File: config.mk
export PLATFORM = sky130hd
export DESIGN_NAME = page_array_loader
export DESIGN_NICKNAME = d
export VERILOG_FILES = /design/src/rtl/page_match_pkg.sv /design/src/rtl/loader_seq_fsm.sv /design/src/rtl/page_array_loader.sv
export SDC_FILE = /design/constraint.sdc
export NUM_CORES = 1
export LEC_CHECK = 0
export BUFFER_PORTS_ARGS = -buffer_cell sky130_fd_sc_hd__buf_2
export CAP_MARGIN = 5
export CELL_PAD_IN_SITES_DETAIL_PLACEMENT = 1
export CELL_PAD_IN_SITES_GLOBAL_PLACEMENT = 1
export CORE_MARGIN = 4
export CORE_UTILIZATION = 46
export DETAILED_ROUTE_END_ITERATION = 8
export PLACE_DENSITY = 0.83
export SYNTH_ARGS = -nofsm -noshare
export SYNTH_HDL_FRONTEND = slang
export SYNTH_SLANG_ARGS = --single-unit
File: constraint.sdc
create_clock -name clk -period 24.1 [get_ports clk]
set_input_delay 4.82 -clock clk [delete_from_list [all_inputs] [get_ports clk]]
set_output_delay 4.82 -clock clk [all_outputs]
set_load 0.02 [all_outputs]
File: src/rtl/page_match_pkg.sv
// rtl/page_match_pkg.sv - shared geometry, types and sweep states for the page loader and finder
package page_match_pkg;

   localparam int P_SIZE = 12;
   localparam int NOB    = 3;
   localparam int PPB    = 8;
   localparam int NOP    = NOB * PPB;
   localparam int SETTLE = 3;

   localparam logic [P_SIZE-1:0] ERASE_VAL = 12'hFFF;

   typedef logic [4:0] pidx_t;
   typedef logic [2:0] bidx_t;
   typedef logic [1:0] settle_cnt_t;

   localparam settle_cnt_t SETTLE_LAST = settle_cnt_t'(SETTLE - 1);
   localparam bidx_t       BIDX_LAST   = bidx_t'(NOB - 1);

   typedef enum logic [2:0] {
      ST_IDLE,
      ST_SETTLE,
      ST_PUT,
      ST_NEXT,
      ST_DONE
   } seq_state_e;

endpackage

File: src/rtl/loader_seq_fsm.sv
// rtl/loader_seq_fsm.sv - block sweep sequencer: holds b_idx for the finder to settle, then strobes put
module loader_seq_fsm
   import page_match_pkg::*;
(
   input  logic       clk,
   input  logic       rst,
   input  logic       flush_req_i,
   output logic       idle_o,
   output logic [2:0] b_idx_o,
   output logic       put_strobe_o,
   output logic       flush_done_o,
   output logic       flush_busy_o
);

   seq_state_e  state_q, state_d;
   settle_cnt_t cnt_q, cnt_d;
   bidx_t       bidx_q, bidx_d;

   always_ff @(posedge clk or posedge rst) begin
      if (rst) begin
         state_q <= ST_IDLE;
         cnt_q   <= '0;
         bidx_q  <= '0;
      end else begin
         state_q <= state_d;
         cnt_q   <= cnt_d;
         bidx_q  <= bidx_d;
      end
   end

   always_comb begin
      state_d      = state_q;
      cnt_d        = cnt_q;
      bidx_d       = bidx_q;
      idle_o       = 1'b0;
      put_strobe_o = 1'b0;
      flush_done_o = 1'b0;
      flush_busy_o = 1'b0;
      case (state_q)
         ST_IDLE: begin
            idle_o = 1'b1;
            if (flush_req_i) begin
               state_d = ST_SETTLE;
               cnt_d   = '0;
               bidx_d  = '0;
            end
         end
         ST_SETTLE: begin
            flush_busy_o = 1'b1;
            if (cnt_q == SETTLE_LAST) begin
               state_d = ST_PUT;
            end else begin
               cnt_d = cnt_q + settle_cnt_t'(1);
            end
         end
         ST_PUT: begin
            flush_busy_o = 1'b1;
            put_strobe_o = 1'b1;
            state_d      = ST_NEXT;
         end
         ST_NEXT: begin
            // b_idx only moves here, so it is frozen across SETTLE and PUT
            flush_busy_o = 1'b1;
            if (bidx_q == BIDX_LAST) begin
               state_d = ST_DONE;
            end else begin
               bidx_d  = bidx_q + bidx_t'(1);
               cnt_d   = '0;
               state_d = ST_SETTLE;
            end
         end
         ST_DONE: begin
            flush_done_o = 1'b1;
            bidx_d       = '0;
            state_d      = ST_IDLE;
         end
         default: begin
            state_d = ST_IDLE;
         end
      endcase
   end

   assign b_idx_o = bidx_q;

endmodule

File: src/rtl/page_array_loader.sv
// rtl/page_array_loader.sv - page write path and packed image, sequences the finder on flush
// Define LOADER_CLEAR_ON_FLUSH_EN to empty the loader when a sweep completes.
module page_array_loader
   import page_match_pkg::*;
(
   input  logic         clk,
   input  logic         rst,
   input  logic         wr_valid,
   output logic         wr_ready,
   input  logic [4:0]   wr_pidx,
   input  logic [11:0]  wr_data,
   output logic         wr_err,
   input  logic         flush_req,
   output logic         flush_busy,
   output logic         flush_done,
   output logic [287:0] a_out,
   output logic [2:0]   b_idx_out,
   output logic         put_strobe,
   output logic [23:0]  page_vld,
   output logic [4:0]   wr_count
);

   localparam logic [NOP*P_SIZE-1:0] IMG_ERASED = {NOP{ERASE_VAL}};

   logic [NOP*P_SIZE-1:0] img_q, img_d;
   logic [NOP-1:0]        vld_q, vld_d;
   pidx_t                 cnt_q, cnt_d;
   logic                  err_q, err_d;
   logic                  seq_idle;
   logic                  wr_fire;

   loader_seq_fsm u_seq (
      .clk          (clk),
      .rst          (rst),
      .flush_req_i  (flush_req),
      .idle_o       (seq_idle),
      .b_idx_o      (b_idx_out),
      .put_strobe_o (put_strobe),
      .flush_done_o (flush_done),
      .flush_busy_o (flush_busy)
   );

   // Writes are taken only while idle, so the image cannot shift under a sweep
   assign wr_ready = seq_idle;
   assign wr_fire  = wr_valid && wr_ready;

   always_comb begin
      img_d = img_q;
      vld_d = vld_q;
      cnt_d = cnt_q;
      err_d = 1'b0;
      if (wr_fire) begin
         if (wr_pidx < pidx_t'(NOP)) begin
            img_d[wr_pidx*P_SIZE +: P_SIZE] = wr_data;
            if (!vld_q[wr_pidx]) begin
               vld_d[wr_pidx] = 1'b1;
               if (cnt_q < pidx_t'(NOP)) begin
                  cnt_d = cnt_q + pidx_t'(1);
               end
            end
         end else begin
            err_d = 1'b1;
         end
      end
`ifdef LOADER_CLEAR_ON_FLUSH_EN
      if (flush_done) begin
         img_d = IMG_ERASED;
         vld_d = '0;
         cnt_d = '0;
      end
`endif
   end

   always_ff @(posedge clk or posedge rst) begin
      if (rst) begin
         img_q <= IMG_ERASED;
         vld_q <= '0;
         cnt_q <= '0;
         err_q <= 1'b0;
      end else begin
         img_q <= img_d;
         vld_q <= vld_d;
         cnt_q <= cnt_d;
         err_q <= err_d;
      end
   end

   assign a_out    = img_q;
   assign page_vld = vld_q;
   assign wr_count = cnt_q;
   assign wr_err   = err_q;

endmodule
# [Yosys cells after proc, flatten, opt, wreduce, memory -nomap -nowiden]
# Index checks and enable logic that the tools add are counted.
[op_classes] bitwise=2 n_addsub=4 eq_ne=10 n_shift=2 n_div=0 n_reduce_logical=12 n_mul=1 magnitude_cmp=4 mux=22
[ops] op="$bwmux W288" count=1
[ops] op="$shift A12 B34 Y288 const A" count=1
[ops] op="$shiftx A12 B34 Y288" count=1
[ops] op="$neg A9 Y34" count=1
[ops] op="$or A24 B24 Y24" count=1
[ops] op="$mux W3" count=5
[ops] op="$pmux W3 S4" count=1
[ops] op="$lt A5 B5 Y1 const B" count=2
[ops] op="$eq A3 B2 Y1 const B" count=3
[ops] op="$pmux W3 S3" count=1
[ops] op="$mux W1" count=8
[ops] op="$reduce_and A4 Y1" count=2
[ops] op="$mul A5 B2 Y7 const B" count=1
[ops] op="$lt A5 B6 Y1 const B" count=1
[ops] op="$mux W2" count=3
[ops] op="$ne A2 B2 Y1 const B" count=3
[ops] op="$pmux W2 S3" count=1
[ops] op="$reduce_and A3 Y1" count=2
[ops] op="$reduce_bool A3 Y1" count=2
[ops] op="$add A5 B1 Y5 const B" count=1
[ops] op="$bmux W1 S5" count=1
[ops] op="$demux W1 S5" count=1
[ops] op="$ge A5 B1 Y1 const B" count=1
[ops] op="$reduce_and A2 Y1" count=2
[ops] op="10 further kinds" count=11
[totals] n_memories=0 mem_bits_ro=0 mem_bits_rw=0 wordCells=64 out_inout_bits=325 input_bits=21 latchBits=0 register_bits=326

# [Logic depth before layout (Yosys ltp)]
# Gate-level depths: netlist of the first run.
[logic_depth] word_depth=5 mapped_depth=14 mapped_depth_nobuf=12

# [By module]
# From an unflattened synthesis of the first run, not the netlist that was laid out.
[unflattened] cells_unflattened=1278 area_unflattened_um2=15924.0
[modules_own_cells] module="page_array_loader" seq_area_each_um2=8318.0 cells_per_inst=1227 area_per_inst_um2=15407.3 instances=1
[modules_own_cells] module="loader_seq_fsm" seq_area_each_um2=200.2 cells_per_inst=51 area_per_inst_um2=516.7 instances=1

# [Worst setup path after synthesis of the first run]
# Ideal clock, no wire load.
[synth_timing] path_kind="input port to flip-flop" from="in wr_pidx[0]" to="reg img_q[256], in the netlist a_out[256]" n_path_buf=2 setup_ps=82 t_required_ps=24018 t_arrival_ps=8232 slack_ps=15786 cell_stages=12 cell_sequence="ha_1 fa_1 a211oi_2 nor3_2 nor2_2 nor3_1 ha_1 clkbuf_1 clkbuf_1 nand2_1 nor4_1 mux2_2"
[synth_between] elab_chain_cells=4 word_cells_on_any_way=7 cone_classes="add/sub (1); mul (1); order compare (1); shift (2); mux (1); reduce/logical (1)"
[synth_lines] element="from (decl)" line="page_array_loader.sv:10" source="input logic [4:0] wr_pidx,"
[synth_lines] element="$mul A5 B2 Y7" line="page_array_loader.sv:54" source="img_d[wr_pidx*P_SIZE +: P_SIZE] = wr_data;"
[synth_lines] element="$neg A9 Y34" line="page_array_loader.sv:54"
[synth_lines] element="$shiftx A12 B34 Y288 or $shift A12 B34 Y288 (tied branches)" line="page_array_loader.sv:54"
[synth_lines] element="$bwmux W288" line="page_array_loader.sv:54"
[synth_lines] element="to (signal assigned)" line="page_array_loader.sv:81" source="img_q <= img_d;"
[synth_lines] element="to (decl)" line="page_array_loader.sv:25" source="logic [NOP*P_SIZE-1:0] img_q, img_d;"
# Several ways; a longest one is shown, not always the timed one.
# A chain may end at the register's enable or synchronous reset.

# [Worst setup path in the final report of the first run]
[layout_timing] from="in wr_pidx[0]" to="reg img_q[151], in the netlist a_out[151]"
# Same word-level chain as after synthesis.

==> summary.txt, run 1 <==
layout cells sized above 1: 54.5%
CP startpoint kind: input port
placed cell area: 18000 um2
PD cells: 83.1 nW/um2
Syn Nets: 1409
PostCTS Resize Cnt: 0
hold_buf cts: 0
Slew @ Worst Pin: 1.21 ns
clock period minus worst slack: 9.86 ns
Async S/R FF share, synth: 100%
H-Tree Depth: 2
CP max FO: 34
# nets final: 1752
post-CTS setup buffer count: 0
number of global-route vias before repair: 14100
gr usage total: 29.5%
fin crit share: 40.9%
Gate Count Post-Synth: 1368
leakage: 8.81 nW
sequential area share after synthesis: 53.9%
die area: 37400 um2
met3 WL: 4790 um
RSZ-0062 raised after global routing: false
area grow syn2layout: 21.8%
commonest non-fill, non-tap cell in the layout: buf_2
WL met2: 27000 um
drc violations: 0
initial drt markers: 820
worst skew pair latency: 0.53 ns
most frequent cells in the layout: buf_2 (345), dfstp_2 (288), mux2_2 (184)
CTS tree: built
Worst Path Arrival: 10.30 ns
design area: 19200 um2
global-route wire length before repair: 88000 um
Mean Syn Cell Area: 11.5 um2
DR pass1 iterations: 6
routed len/inst: 26.0 um
total negative slack: 0 ns
endpoint class of the critical path: flip-flop
fmax: 101 MHz
synthesis-stage register bit count: 326
hold path endpoint: a_out[103]$_DFFE_PP1P_
chip width: 193 um
routability cong.: 0.946
vias per cell: 6.04
Worst R2R End: a_out[33]$_DFFE_PP1P_
Hold Vio Cnt, Final: 0
final WL: 56900 um
Reg clk slew, reported paths: 0.06 ns
Reg2Reg Launch Point: u_seq.state_q[0]$_DFFE_PP0P_
Hold Crit Class: flip-flop to flip-flop
cells on worst reg2reg path: 7
Clock Sinks: 326
max_cap viols: 0
initial antenna violation count: 3
pin count of the biggest net entering global routing: 110
flop2flop setup slack: 20.35 ns
I/O pin cnt: 346
hold path depth: 2
Max Buffers Root-to-Sink: 3
Hold Path Origin: a_out[103]$_DFFE_PP1P_
status: complete, no violations
total congestion overflow: 0
Max Slew Vio Count: 0
Synth Warn #: 0
VDD IR max: 0.0000674 V
Core Box Area: 33700 um2
cell area after synthesis: 15800 um2
Post-Route M1 WL: 22900 um
DR vias: 13200
synth unique cells: 79
top layer in use: met5
Root Buffer: clkbuf_16
final setup fails: 0
Starting Density: 46.9%
Die Height: 193 um
num rows: 67
top_reg_cell synth: dfstp_2
Post-synth EDFFs: 0
CP required: 24.55 ns
Layout Skew: 0.0230 ns
CTS Buf Count: 37
PortBufs: 345
kind of critical path: input port to flip-flop
Final HPWL DP: 42800 um
antenna viol nets, final: 0
Rel. slew slack: 19.1%
==> metal layers <==
layer  GRT usage, %  vias to the layer above
met1           38.0                     6780
li1               -                     5708
met5              0                        -
met2           48.4                      588
met4           9.68                        4
met3           8.42                      146
==> power by group <==
part	internal [mW]	switching (mW)
clock	0.350	0.229
combinational	0.108	0.255
sequential	0.618	0.0394
total	1.08	0.523
==> cell usage after synthesis, types with 5 or more instances <==
cell / instances / share of area [%]
mux4_2: 6 / 0.86
a22o_1: 13 / 0.72
and3_1: 11 / 0.44
buf_1: 5 / 0.12
nand3_1: 49 / 1.6
o21ai_1: 5 / 0.16
mux2_2: 184 / 13
nor2_1: 69 / 1.6
nor2b_1: 9 / 0.36
inv_1: 26 / 0.62
o22ai_1: 17 / 0.67
a22oi_1: 6 / 0.29
a21oi_1: 25 / 0.79
nor3_1: 29 / 0.92
nand2b_1: 12 / 0.48
and2_1: 10 / 0.40
o2bb2ai_1: 14 / 0.78
a31oi_1: 11 / 0.44
mux2_4: 7 / 0.67
dfrtp_1: 38 / 6.0
o21bai_1: 9 / 0.43
xnor2_1: 5 / 0.28
nor3_2: 6 / 0.38
o21ai_0: 118 / 3.7
o31ai_1: 11 / 0.52
dfstp_2: 288 / 48
o32ai_1: 5 / 0.28
a31o_2: 11 / 0.61
nand2_1: 135 / 3.2
or3_1: 14 / 0.55
clkbuf_1: 38 / 0.90
a211oi_1: 6 / 0.29
and4_1: 5 / 0.28
ha_1: 19 / 1.5
a21o_1: 12 / 0.57
or2_2: 6 / 0.24
buf_2: 14 / 0.44
nand4_1: 23 / 0.91
mux2i_1: 22 / 1.4
==> state kept, by name (all words and copies together) (netlist names) <==
signal,cells
a_out,288
page_vld,24
u_seq.b_idx_o,3
u_seq.cnt_q,2
u_seq.state_q,3
wr_count,5
wr_err,1
==> critical path, stage by stage <==
cell	delay, ns
buf_2	0.57
ha_1	0.60
fa_1	0.40
a211oi_2	0.16
nor3_2	0.45
nor2_2	0.17
nor3_1	0.22
ha_1	0.81
nand2_1	0.92
nor3_1	0.74
mux2_2	0.41
==> layout make-up <==
cell class              instances  area, um2
repair buffers                363       1860
well taps                     448        561
fillers                      3664      14500
clock buffers                  53       1100
clock inverters                14        156
inverters                      26        105
diodes                          1       2.50
multi-input cells             957       6940
flip-flops and latches        326       8520
==> metrics by stage <==
stage	cells	hold WS (ns)	worst slack [ns]	total power, mW	utilization [%]
after floorplan	1368	0.497	10.73	0.881	-
final	2188	0.473	14.24	1.60	57.1
after CTS	2187	0.479	14.30	1.60	57.1
after detailed placement	2120	0.461	13.77	1.02	53.4
after global routing	2188	0.496	13.87	1.67	57.1
after global placement	2120	0.453	13.96	1.01	53.4
==> how the worst max path moves through the flow <==
stage                     from                       to  slack, ns  cells after the start
finish              wr_pidx[0]   a_out[151]$_DFFE_PP1P_      14.24                     11
global route        wr_pidx[0]   a_out[149]$_DFFE_PP1P_      13.87                     11
CTS                 wr_pidx[0]   a_out[151]$_DFFE_PP1P_      14.30                     11
detailed placement  wr_pidx[0]   a_out[151]$_DFFE_PP1P_      13.77                     11
global placement    wr_pidx[0]   a_out[149]$_DFFE_PP1P_      13.96                     11
floorplan                  rst  page_vld[0]$_DFFE_PP0P_      10.73                      1
==> kinds of logic (layout without fill, tap and decap cells) <==
family          count (synthesis)  count (layout)  share of synthesized area, %
flops                         326             326                          53.9
simple gates                  394             394                          12.1
xor+xnor                        9               9                         0.642
other cells                     0               1                             0
fa+ha+maj                      20              20                          1.63
mux                           220             220                          16.1
buf+inv                        85             456                          2.16
compound gates                314             314                          13.4
Note: power is estimated with default switching activity, not from simulation.
==> run 2, diff against run 1 <==
--- a/config.mk
+++ b/config.mk
@@ -10,9 +10,9 @@
 export CELL_PAD_IN_SITES_DETAIL_PLACEMENT = 1
 export CELL_PAD_IN_SITES_GLOBAL_PLACEMENT = 1
 export CORE_MARGIN = 4
-export CORE_UTILIZATION = 46
+export CORE_UTILIZATION = 39
 export DETAILED_ROUTE_END_ITERATION = 8
-export PLACE_DENSITY = 0.83
+export PLACE_DENSITY = 0.75
 export SYNTH_ARGS = -nofsm -noshare
 export SYNTH_HDL_FRONTEND = slang
 export SYNTH_SLANG_ARGS = --single-unit
==> constraint.sdc (replaced) <==
create_clock -name clk -period 9 [get_ports clk]
set_input_delay 1.8 -clock clk [delete_from_list [all_inputs] [get_ports clk]]
set_output_delay 1.8 -clock clk [all_outputs]
set_load 0.02 [all_outputs]
==> run 2 against run 1 <==
Final area grew 0.64%. Sequential power grew to 2.7 times the previous value. Clock skew shrank 0.0052 ns. Final cell count grew 3.7%. Critical path depth is the same. Flip-flop and latch count is the same. Sequential share of layout area shrank 0.28 points. Total power grew to 2.7 times the previous value. Clock power grew to 2.7 times the previous value. Largest cell class unchanged. Largest power group unchanged. Highest routed layer unchanged.
==> summary.txt, run 2 (synthesis results as in run 1) <==
I/O pin cnt: 346
H-Tree Depth: 2
CP required: 9.47 ns
worst skew pair latency: 0.56 ns
Place WS: 1.67 ns
DR vias: 13200
chip width: 209 um
hold path depth: 2
Layout Skew: 0.0178 ns
GRT met1 Usage: 33.3%
Worst Path Arrival: 7.35 ns
drc violations: 0
delay-heaviest family, CP: simple AND/OR/NAND/NOR gates
max_cap viols: 0
initial drt markers: 913
Flop pwr share: 41.0%
most frequent cells in the layout: buf_2 (345), dfstp_2 (288), mux2_2 (184)
met2 GRT Util: 42.0%
flop2flop setup slack: 5.35 ns
final WL: 58200 um
PD cells: 222 nW/um2
Comb power frac: 22.7%
post-CTS setup buffer count: 0
Max stage delay on crit path: 1.02 ns
RSZ-0062 raised after global routing: false
Max Buffers Root-to-Sink: 3
number of global-route vias before repair: 13900
CP max FO: 34
cells on worst reg2reg path: 7
crit path cell chain: buf_2, ha_1, fa_1, a211oi_2, o21a_1, nor2_2, nor3_1, ha_1, nand2_1, nor3_2, mux2_2
PostCTS Resize Cnt: 0
Hold Crit Class: flip-flop to flip-flop
Clock power frac: 36.4%
Largest register FFs: 288
Clock Sinks: 326
endpoint class of the critical path: flip-flop
Reg clk slew, reported paths: 0.06 ns
# nets final: 1752
hold_buf cts: 0
internal power of the cells: 2.89 mW
Core Box Area: 39900 um2
layout cells sized above 1: 54.5%
Slew @ Worst Pin: 1.20 ns
Worst path slowest cell: nand2_1
fmax: 145 MHz
total negative slack: 0 ns
Switch Pwr: 1.42 mW
routed len/inst: 25.6 um
sw frac: 32.9%
DR pass1 iterations: 5
Root Buffer: clkbuf_16
WP depth: 11
leakage: 8.79 nW
initial antenna violation count: 9
Hold Vio Cnt, Final: 0
num rows: 73
commonest non-fill, non-tap cell in the layout: buf_2
fin crit share: 76.5%
pin count of the biggest net entering global routing: 179
Rel. slew slack: 19.5%
PortBufs: 345
Crit path top cell by count: ha_1
final worst setup slack: 2.12 ns
CP startpoint kind: input port
grt peak-use layer: met2
CP Buf/Inv Count: 1
VDD IR max: 0.000126 V
CTS tree: built
area grow syn2layout: 22.6%
Die Height: 209 um
routability cong.: 0.918
kind of critical path: input port to flip-flop
final setup fails: 0
CTS Buf Count: 38
total congestion overflow: 0
Final HPWL DP: 44200 um
Starting Density: 39.6%
Max Slew Vio Count: 0
gr usage total: 25.8%
vias per cell: 5.80
status: complete, no violations
die area: 43800 um2
global-route wire length before repair: 88300 um
clock period minus worst slack: 6.88 ns
met3 usage: 7.16%
antenna viol nets, final: 0
==> run 2: per-stage QoR <==
stage | instance area [um2] | utilization (%) | hold slack, ns | power [mW] | std cells
2_1_floorplan | 15800 | - | 0.497 | 2.36 | 1368
6_report | 19400 | 48.5 | 0.470 | 4.30 | 2270
3_3_place_gp | 18100 | 45.3 | 0.452 | 2.71 | 2196
5_1_grt | 19400 | 48.5 | 0.493 | 4.49 | 2268
3_5_place_dp | 18100 | 45.3 | 0.457 | 2.75 | 2196
4_1_cts | 19300 | 48.5 | 0.472 | 4.33 | 2263
==> run 2: power by group through the flow <==
stage               Combinational (mW)  Clock [mW]  Sequential [mW]
finish                           0.975        1.57             1.76
global route                      1.04        1.66             1.78
CTS                              0.969        1.60             1.76
detailed placement               0.965           0             1.78
global placement                 0.936           0             1.77
floorplan                        0.461           0             1.90
==> run 2: layout make-up <==
class	instances	area, um2
Antenna cell	7	17.5
Clock buffer	54	1100
Clock inverter	13	156
Fill cell	4351	20500
Inverter	26	101
Multi-Input combinational cell	957	6950
Sequential cell	326	8520
Tap cell	525	657
Timing Repair Buffer	362	1870
==> run 2: worst register-to-register path, stage by stage (launching register included) <==
cell,delay [ns]
dfrtp_1,0.55
nor2_1,0.24
nand3_1,0.45
nor2_1,0.27
a21boi_0,0.78
nand4_1,0.55
or2_2,0.49
o21ai_0,0.22
==> run 2: final timing paths <==
check	to	from
max	a_out[116]$_DFFE_PP1P_	wr_pidx[0]
min	a_out[166]$_DFFE_PP1P_	a_out[166]$_DFFE_PP1P_
max reg2reg	a_out[49]$_DFFE_PP1P_	u_seq.state_q[0]$_DFFE_PP0P_
min reg2reg	a_out[166]$_DFFE_PP1P_	a_out[166]$_DFFE_PP1P_
max in group asynchronous	a_out[118]$_DFFE_PP1P_	rst
min in group asynchronous	wr_count[4]$_DFFE_PP0P_	rst
==> run 2: metal layers <==
layer  vias up  wire [um]  share of wire (%)
met5         -         28              0.048
met4         4       1950                3.3
met3       108       4760                8.2
met2       512      27600                 47
met1      6814      23900                 41
li1       5718          -                  -
